**src/rtl/spi_master_ctrl.sv**
```systemverilog
// spi_master_ctrl: SPI master that frames parallel RAM commands for the SPI_wrapper slave.
// Define SPI_MASTER_PROTO_CHECK_EN to reject out-of-order write-data/read-data commands.
module spi_master_ctrl #(
    parameter int RD_LAT     = 2,
    parameter int GAP_CYCLES = 1
) (
    input  logic       clk,
    input  logic       rst,
    input  logic       cmd_valid,
    output logic       cmd_ready,
    input  logic [1:0] cmd_type,
    input  logic [7:0] cmd_data,
    output logic       rsp_valid,
    output logic [7:0] rsp_data,
    output logic       busy,
    output logic       cmd_err,
    output logic       SS_n,
    output logic       MOSI,
    input  logic       MISO
);
    typedef enum logic [2:0] {IDLE, CHK, SHIFT, WAIT_RD, RECV, GAP} state_t;
    localparam logic [3:0] RD_END  = 4'(RD_LAT - 1);
    localparam logic [3:0] GAP_END = 4'(GAP_CYCLES - 1);
    state_t state, nxt;
    logic [3:0] cnt;
    logic [9:0] sh;
    logic [1:0] typ;
    logic [7:0] rx;
    logic accept, illegal, in_frame;
    assign cmd_ready = state == IDLE;
    assign busy      = state != IDLE;
    assign accept    = cmd_valid && cmd_ready;
    assign in_frame  = nxt inside {CHK, SHIFT, WAIT_RD, RECV};
    always_comb begin
        nxt = state;
        case (state)
            IDLE:    nxt = cmd_valid && !illegal ? CHK : IDLE;
            CHK:     nxt = SHIFT;
            SHIFT:   nxt = cnt != 4'd9 ? SHIFT : typ == 2'b11 ? WAIT_RD : GAP;
            WAIT_RD: nxt = cnt == RD_END ? RECV : WAIT_RD;
            RECV:    nxt = cnt == 4'd7 ? GAP : RECV;
            GAP:     nxt = cnt == GAP_END ? IDLE : GAP;
            default: nxt = IDLE;
        endcase
    end
    always_ff @(posedge clk or posedge rst) begin
        if (rst) begin
            state     <= IDLE;
            cnt       <= '0;
            sh        <= '0;
            typ       <= '0;
            rx        <= '0;
            SS_n      <= 1'b1;
            MOSI      <= 1'b0;
            rsp_valid <= 1'b0;
            rsp_data  <= '0;
        end else begin
            state <= nxt;
            cnt   <= nxt != state ? 4'd0 : cnt + 4'd1;
            if (accept) begin
                sh  <= {cmd_type, cmd_data};
                typ <= cmd_type;
            end else if (state == SHIFT) begin
                sh <= {sh[8:0], 1'b0};
            end
            if (state == RECV)
                rx <= {rx[6:0], MISO};
            SS_n <= !in_frame;
            // MOSI is registered, so it is loaded with the bit of the upcoming cycle
            MOSI <= nxt == CHK ? cmd_type[1] : nxt != SHIFT ? 1'b0 : state == CHK ? sh[9] : sh[8];
            rsp_valid <= state == RECV && cnt == 4'd7;
            if (state == RECV && cnt == 4'd7)
                rsp_data <= {rx[6:0], MISO};
        end
    end
`ifdef SPI_MASTER_PROTO_CHECK_EN
    logic [2:0] last;  // {seen, type} of the last completed frame
    assign illegal = (cmd_type == 2'b11 && last != 3'b110) || (cmd_type == 2'b01 && last[2:1] != 2'b10);
    always_ff @(posedge clk or posedge rst) begin
        if (rst) begin
            last    <= '0;
            cmd_err <= 1'b0;
        end else begin
            cmd_err <= accept && illegal;
            if (nxt == GAP && state != GAP)
                last <= {1'b1, typ};
        end
    end
`else
    assign illegal = 1'b0;
    assign cmd_err = 1'b0;
`endif
endmodule

```
**config.mk**
```make
export PLATFORM = sky130hd
export DESIGN_NAME = spi_master_ctrl
export DESIGN_NICKNAME = d
export VERILOG_FILES = /design/src/rtl/spi_master_ctrl.sv
export SDC_FILE = /design/constraint.sdc
export NUM_CORES = 1
export LEC_CHECK = 0
export ABC_AREA = 1
export BUFFER_PORTS_ARGS = -buffer_cell sky130_fd_sc_hd__buf_2
export CORE_ASPECT_RATIO = 0.8
export CORE_MARGIN = 8
export CORE_UTILIZATION = 45
export DETAILED_ROUTE_END_ITERATION = 16
export PLACE_DENSITY = 0.65
export SLEW_MARGIN = 25
export SYNTH_ARGS = -nofsm -noshare
export SYNTH_HDL_FRONTEND = slang
export SYNTH_SLANG_ARGS = --single-unit
```
**constraint.sdc**
```tcl
create_clock -name clk -period 1.27 [get_ports clk]
set_input_delay 0 -clock clk [delete_from_list [all_inputs] [get_ports clk]]
set_output_delay 0 -clock clk [all_outputs]
set_load 0.005 [all_outputs]
```
# Word-level counts from Yosys, hierarchy flattened
# Index checks and enable logic that the tools add are counted.
[word_totals]
regBits = 37
inputBits = 14
out_inout_bits = 14
elab_cells = 46
[classes]
n_addsub = 1
eq_ne = 15
muxes = 13
reduce_logical = 8
[ops]
columns = ["operator", "n"]
rows = [
  ["10-bit 2-to-1 mux", 2],
  ["3-bit case mux with 6 select lines", 1],
  ["3-bit by 2-bit equality test with 1-bit output, second input constant", 4],
  ["3-bit 2-to-1 mux", 4],
  ["3-bit equality test, second input constant", 3],
  ["3-bit by 1-bit equality test with 1-bit output, second input constant", 2],
  ["1-bit 2-to-1 mux", 5],
  ["4-bit by 1-bit adder with 4-bit output, second input constant", 1],
  ["4-bit by 1-bit equality test with 1-bit output, second input constant", 1],
  ["4-bit by 3-bit equality test with 1-bit output, second input constant", 1],
  ["4-bit logical NOT", 1],
  ["4-bit 2-to-1 mux", 1],
  ["4-bit != test, second input constant", 1],
  ["4-bit nonzero test", 1],
  ["3-bit logical NOT", 1],
  ["3-bit by 2-bit != test with 1-bit output, second input constant", 1],
  ["3-bit != test", 1],
  ["3-bit nonzero test", 1],
  ["2-bit equality test, second input constant", 1],
  ["1-bit logical AND", 2],
  ["2-bit nonzero test", 1],
  ["1-bit logical NOT", 1],
]

# Longest topological paths before layout
# Gate-level depths: netlist of run 1.
[logic_depth]
ltp_word = 7
depth_mapped = 12

# Worst setup path after synthesis of run 1
# No wires, ideal clock.
[synth_path]
path_type = "register to register"
start = "register cnt[1]"
end = "register MOSI"
setup_ns = 0.118
arrival_ns = 1.284
required_time_ns = 1.152
slack_ns = -0.132
path_stages_with_launch = 12
path_buffers = 0
synth_period_minus_slack_ns = 1.402
path_cell_list = "dfrtp_1 -> inv_1 -> ha_1 -> nand2_1 -> nor2_1 -> o21ai_0 -> nand2_1 -> nand2_1 -> nor2_1 -> inv_2 -> nand3_1 -> nand2_1"
[synth_between]
elab_chain_len = 6
elab_cells_between_ends = 13
[synth_rtl]
columns = ["item", "line", "rtl"]
rows = [
  ["from (decl)", "25", "logic [3:0] cnt;"],
  ["from (signal assigned)", "59", "cnt <= nxt != state ? 4'd0 : cnt + 4'd1;"],
  ["4-bit by 1-bit equality test with 1-bit output / 4-bit != test (equally long branches)", "40, 39", ""],
  ["3-bit 2-to-1 mux, on equally long branches", "40, 39", ""],
  ["3-bit case mux with 6 select lines *", "36", "case (state)"],
  ["named net nxt[1]", "24", "state_t state, nxt;"],
  ["3-bit by 2-bit != test with 1-bit output", "70", "MOSI <= nxt == CHK ? cmd_type[1] : nxt != SHIFT ? 1'b0 : state == CHK ? sh[9] : sh[8];"],
  ["1-bit 2-to-1 mux", "70", ""],
  ["1-bit 2-to-1 mux *", "70", ""],
  ["to (signal assigned)", "70", ""],
  ["to (decl)", "18", "output logic MOSI,"],
]
# The timed path passes the listed nets; every way through them passes the cells marked *.
# A chain may end at the register's enable or synchronous reset.

# Worst setup path after layout of run 1
# Ends and elaborated chain as after synthesis.

==> out/summary.txt, run 1 <==
reg2reg end -> MOSI$_DFF_PP0_
H-tree depth -> 2
CTS clock-pin slew for the worst setup and hold paths -> 80 ps
final period utilization -> 115%
CTS Root Cell -> clkbuf_8
Tot GR Track Use -> 13.6%
Mapped Cells -> 197
PD cells -> 2180 nW/um^2
share of cells above drive strength 1 -> 50.4%
max_cap viols -> 0
# clock sinks -> 37
WL final -> 4.13 mm
crit path launch type -> flip-flop
area leader, netlist -> dfrtp_1
main flop type after synthesis -> dfrtp_1
final hold vios -> 0
Leak -> 1.25 nW
DRT antenna net count -> 0
Inserted Clock Buffers -> 5
Routed WL per cell -> 13.3 um
commonest non-fill, non-tap cell in the layout -> dfrtp_1
Core Area -> 3830 sq um
DIE AREA -> 6300 sq um
yosys warns -> 0
antenna violations before repair -> 0
r2r worst-path depth -> 11
CTS tree -> built
setup_tns -> -1970 ps
num ports -> 28
VDD IR max -> 0.00102 V
setup ws final -> -190 ps
syn_nets -> 214
Inserted Diodes -> 0
vias in the first global route -> 1433
port bufs -> 26
Worst-Skew Late Latency -> 290 ps
crit-path cells -> inv_2 > ha_4 > nand2_4 > nor2_4 > o21ai_2 > nand2_2 > nand2_2 > nor2_4 > inv_2 > nand3_2 > nand2_1
Crit. End Element -> flip-flop
global-route wire length before repair -> 6.67 mm
Max Fclk -> 685 MHz
height of the die -> 72.6 um
RSZ-0062 raised after global routing -> yes
slowest CP cell -> dfrtp_1
violated checks -> setup timing
Worst EP arrival -> 1650 ps
Synth Cell Area -> 1800 sq um
Crit Path Category -> reg -> reg
Design Area, Final -> 2510 sq um
vias per cell -> 4.67
# rows -> 20
status -> finished with violations
fin cells -> 311
largest net degree at the start of global routing -> 38
CP Launch Point -> cnt[1]$_DFF_PP0_
routed vias -> 1453
CP top delay family -> simple AND/OR/NAND/NOR gates
reg2reg start -> cnt[1]$_DFF_PP0_
post-layout total power -> 5.46 mW
# setup viols final -> 24
flop2flop setup slack -> -190 ps
initial drt markers -> 104
hold_sp -> cmd_valid
CP max FO -> 3
Worst Path Buf+Inv -> 2
Area contributors post-synth -> dfrtp_1 (50%), o21ai_2 (9.7%), nand2_1 (7.3%)
Synth cell types -> 29
drt first pass iters -> 4
Period minus WS final -> 1460 ps
Cell Area, Placed -> 2060 sq um
Hold Path Sink -> state[0]$_DFF_PP0_
Bufs on Longest Clock Path -> 2
Async S/R FF share, synth -> 100%
placer congestion estimate -> 0.844
drt drc -> 0
sequential area share after synthesis -> 51.5%
Area growth syn-to-layout -> 39.3%
Largest stage delay, worst path -> 390 ps
Layout Nets -> 272
Worst Hold Class -> in -> reg
chip width -> 86.7 um
Critical Path RT -> 1460 ps
Mapped Avg Cell Area -> 9.15 sq um
post-placement cell count -> 285
hold_ws -> 279 ps
final count of pins violating max slew -> 0
top cell type's share of synthesized area -> 50.0%
Initial Utilization -> 47.1%
Post-synth EDFFs -> 0
final clock skew -> 5.79 ps
HPWL Detailed -> 2.42 mm
FF+latch count, synth -> 37
most frequent cells in the layout -> dfrtp_1 (34), inv_1 (31), o21ai_2 (27)
Overflow after GRT -> 0
Hold Path Depth -> 4
-- registers in the layout, summed over array words and instances (netlist names) --
register   flops
MOSI           1
state          3
typ            2
sh            10
rsp_data       8
rx             7
rsp_valid      1
SS_n           1
cnt            4
-- report_power, final --
part | switching [mW] | internal (mW) | total, mW
clock network | 0.442 | 0.379 | 0.821
logic | 1.64 | 1.16 | 2.80
registers | 0.223 | 1.62 | 1.84
total | 2.31 | 3.16 | 5.46
-- final cells by class --
| class | count | area, sq um |
|---|---|---|
| sequential | 37 | 930 |
| clock inverter | 3 | 17.5 |
| clock buffer | 5 | 68.8 |
| fill | 308 | 1320 |
| timing repair inverter | 1 | 11.3 |
| inverter | 39 | 159 |
| tap | 55 | 68.8 |
| timing repair buffer | 55 | 385 |
| multi-input combinational | 116 | 870 |
-- worst max-delay path by stage --
| stage | endpoint | depth (start not counted) | slack, ps |
|---|---|---|---|
| after floorplan | MOSI$_DFF_PP0_ | 11 | -80 |
| after global placement | MOSI$_DFF_PP0_ | 11 | -170 |
| after detailed placement | MOSI$_DFF_PP0_ | 11 | -200 |
| after CTS | MOSI$_DFF_PP0_ | 10 | -160 |
| after global routing | MOSI$_DFF_PP0_ | 11 | -280 |
| final | MOSI$_DFF_PP0_ | 11 | -190 |
-- metal layers --
layer	share of wire, %	global-route usage [%]
met5	0	0
met4	1.8	4.76
met3	4.8	4.39
met2	46	20.4
met1	47	18.0
-- cell usage after synthesis (2+ instances only) --
cell type	number
o221ai_1	2
o21ai_1	8
inv_1	34
nand3_1	9
nand2_1	35
nor2_1	12
ha_1	3
nor2_4	2
o21ai_2	20
o21ai_0	13
inv_2	4
dfrtp_1	36
nand2_2	3
-- worst min-delay path, delay by kind of cell --
kind | cells | cell delay (ps)
and+or+nand+nor | 3 | 460
buffers and inverters | 1 | 80
-- cells by family after synthesis --
kind of cell             Yosys count  share of synthesized area, %
AND/OR/NAND/NOR                   65                          16.5
buffers and inverters             45                          11.9
AO/OA/AOI/OAI                     44                          16.9
flip-flops                        37                          51.5
adder cells (fa/ha/maj)            3                          2.08
XOR/XNOR                           2                         0.972
other                              1                         0.208
-- per-stage QoR --
step	worst slack [ps]	util, %
after CTS	-162	63.5
after global routing	-278	65.6
after detailed placement	-204	53.8
after global placement	-168	53.8
after floorplan	-76.5	-
final	-190	65.6
-- repair_timing --
item,in CTS,in global routing
hold endpoints to repair,50,0
hold buffers,12,0
gates resized for setup,41,18
endpoints found under the setup margin,29,31
setup buffers,3,2
gates cloned,2,0
pin swaps,19,8
Note: power is estimated with default switching activity, not from simulation.
==> run 2: changes to the inputs <==
CORE_UTILIZATION = 30   (was 45)
MAX_ROUTING_LAYER = met4   (was not set)
PLACE_DENSITY = 0.46   (was 0.65)
==> run 2 against run 1 <==
First-iteration DRC count is 51% lower. Power is 8.8% higher. The run still ends with setup timing left. Via count fell by 2.1%. Worst setup slack improved by 54 ps. Largest cell class is now multi-input combinational cells. Core utilization down 18 points. Wire length rose by 0.39%. Worst hold slack lost 48 ps. Maximum frequency up 3.9%. Non-clock buffer count increased by 9.
==> out/summary.txt, run 2 (synthesis results as in run 1) <==
Routed WL per cell -> 12.0 um (-9.8%)
Worst EP arrival -> 1620 ps (-30 ps)
Largest regs -> sh x10, rsp_data x8, rx x7
Initial Utilization -> 30.8% (-16 points)
chip width -> 103 um (+18%)
# rows -> 25 (+25%)
Inserted Diodes -> 0 (unchanged)
status -> finished with violations
final period utilization -> 111% (-4.3 points)
Most flops, register -> sh
DRT antenna net count -> 0 (unchanged)
drt first pass iters -> 3 (-1)
Leak -> 1.35 nW (+7.9%)
clock network power share -> 17.8% (+2.8 points)
routed vias -> 1422 (-2.1%)
placer congestion estimate -> 0.732 (-13%)
Bufs on Longest Clock Path -> 2 (unchanged)
CTS tree -> built
Switching Share -> 40.2% (-2.0 points)
register share of total power -> 30.9% (-2.8 points)
max reg flops -> 10 (unchanged)
Worst Hold Class -> in -> reg
largest net degree at the start of global routing -> 38 (unchanged)
Power Internal -> 3.55 mW (+13%)
fin cells -> 346 (+11%)
HPWL Detailed -> 2.65 mm (+9.4%)
global-route wire length before repair -> 7.26 mm (+8.8%)
Layout Nets -> 281 (+3.3%)
CTS Root Cell -> clkbuf_8
DIE AREA -> 8760 sq um (+39%)
max_cap viols -> 0 (unchanged)
Area growth syn-to-layout -> 53.3%
violated checks -> setup timing
initial drt markers -> 51 (-51%)
crit path launch type -> flip-flop
final core occ -> 47.2% (-18 points)
final clock skew -> 6.05 ps (+0.255 ps)
most frequent cells in the layout -> dfrtp_1 (35), o21ai_2 (31), inv_1 (29)
num ports -> 28 (unchanged)
port bufs -> 26 (unchanged)
post-placement cell count -> 317 (+11%)
Core Area -> 5850 sq um (+53%)
VDD IR max -> 0.000765 V (-25%)
Comb pwr share -> 51.2% (about the same)
height of the die -> 85.3 um (+18%)
WL final -> 4.15 mm (+0.39%)
drt drc -> 0 (unchanged)
# setup viols final -> 28 (+17%)
final hold vios -> 0 (unchanged)
Overflow after GRT -> 0 (unchanged)
Critical Path RT -> 1490 ps (+30 ps)
Max Fclk -> 711 MHz (+3.9%)
Crit. End Element -> flip-flop
H-tree depth -> 2 (unchanged)
setup ws final -> -136 ps (+54.2 ps)
fillcell total -> 543 (+76%)
Inserted Clock Buffers -> 5 (unchanged)
final count of pins violating max slew -> 0 (unchanged)
share of cells above drive strength 1 -> 57.7% (+7.3 points)
RSZ-0062 raised after global routing -> yes
vias per cell -> 4.11 (-12%)
flop2flop setup slack -> -140 ps (+50 ps)
commonest non-fill, non-tap cell in the layout -> dfrtp_1
CTS clock-pin slew for the worst setup and hold paths -> 70 ps (about the same)
Crit Path Category -> reg -> reg
vias in the first global route -> 1519 (+6.0%)
Worst-Skew Late Latency -> 290 ps (about the same)
P_sw -> 2.39 mW (+3.5%)
antenna violations before repair -> 0 (unchanged)
Period minus WS final -> 1410 ps (-54.2 ps)
PD cells -> 2150 nW/um^2 (-1.2%)
# clock sinks -> 37 (unchanged)
Tot GR Track Use -> 10.9% (-2.7 points)
CP max FO -> 4 (+1)
==> run 2: cell types whose count changed in the layout (fill, tap and decap cells not counted), sizes merged <==
cell / before / now
buf: 43 / 52
clkbuf: 5 / 7
clkinv: 2 / 0
bufinv: 0 / 1
clkinvlp: 1 / 0
==> run 2: power groups by stage <==
stage / logic, mW / registers [mW] / clock network (mW)
detailed placement: 2.15 / 1.82 / 0
floorplan: 1.60 / 1.80 / 0
finish: 3.05 / 1.84 / 1.06
global route: 3.41 / 1.89 / 1.14
global placement: 2.14 / 1.82 / 0
CTS: 2.62 / 1.82 / 1.09
==> run 2: layout make-up <==
type | count | area, sq um | area share [%]
inverter | 39 | 166 | 6.03
multi-input combinational | 116 | 945 | 34.2
clock inverter | 1 | 30.0 | 1.09
tap | 81 | 101 | 3.67
sequential | 37 | 928 | 33.6
timing repair inverter | 1 | 11.3 | 0.408
clock buffer | 7 | 86.3 | 3.13
timing repair buffer | 64 | 493 | 17.9
==> run 2: worst paths after layout <==
path,from,to,cells after the start
max in group asynchronous,rst,SS_n$_DFF_PP1_,4
worst max register to register,cnt[0]$_DFF_PP0_,cnt[0]$_DFF_PP0_,9
worst min register to register,rsp_data[7]$_DFFE_PP0P_,rsp_data[7]$_DFFE_PP0P_,2
worst max-delay path,cnt[0]$_DFF_PP0_,cnt[0]$_DFF_PP0_,9
worst min-delay path,cmd_valid,sh[0]$_DFFE_PP0P_,4
min in group asynchronous,rst,rx[2]$_DFFE_PP0N_,4
==> run 2: critical path, cell delays in order, from the launching register on <==
cell     delay (ps)
dfrtp_2         450
buf_4           160
ha_4            150
nand3_2          80
nor2_4           50
nor2_4          100
nand3_2          90
nand2_2          90
nand2_4          70
nor2_2           90
==> run 2: metal layers <==
layer / track usage (%) / up-vias / wire [um]
met5: - / - / 0
met2: 16.0 / 19 / 1900
met1: 14.2 / 644 / 2030
met4: 3.99 / 0 / 61
met3: 2.86 / 7 / 160
li1: - / 752 / -
==> run 2: repair_timing <==
item / 4_1_cts / 5_1_grt
resized for setup: 49 / 44
hold buffers: 12 / 0
gates cloned: 3 / 0
pin swaps: 19 / 14
setup buffers: 4 / 2
hold endpoints to repair: 51 / 0
endpoints found under the setup margin: 33 / 36
==> run 2: per-stage QoR <==
| stage | TNS [ps] | hold WS, ps | total power [mW] | area [sq um] | worst slack (ps) |
|---|---|---|---|---|---|
| 5_1_grt | -3940 | 243 | 6.44 | 2760 | -232 |
| 3_5_place_dp | -2950 | 68.5 | 3.97 | 2140 | -219 |
| 6_report | -1790 | 232 | 5.94 | 2760 | -136 |
| 2_1_floorplan | -723 | 118 | 3.40 | 1810 | -76.5 |
| 4_1_cts | -2040 | 187 | 5.53 | 2600 | -160 |
| 3_3_place_gp | -2960 | 71.0 | 3.96 | 2140 | -209 |
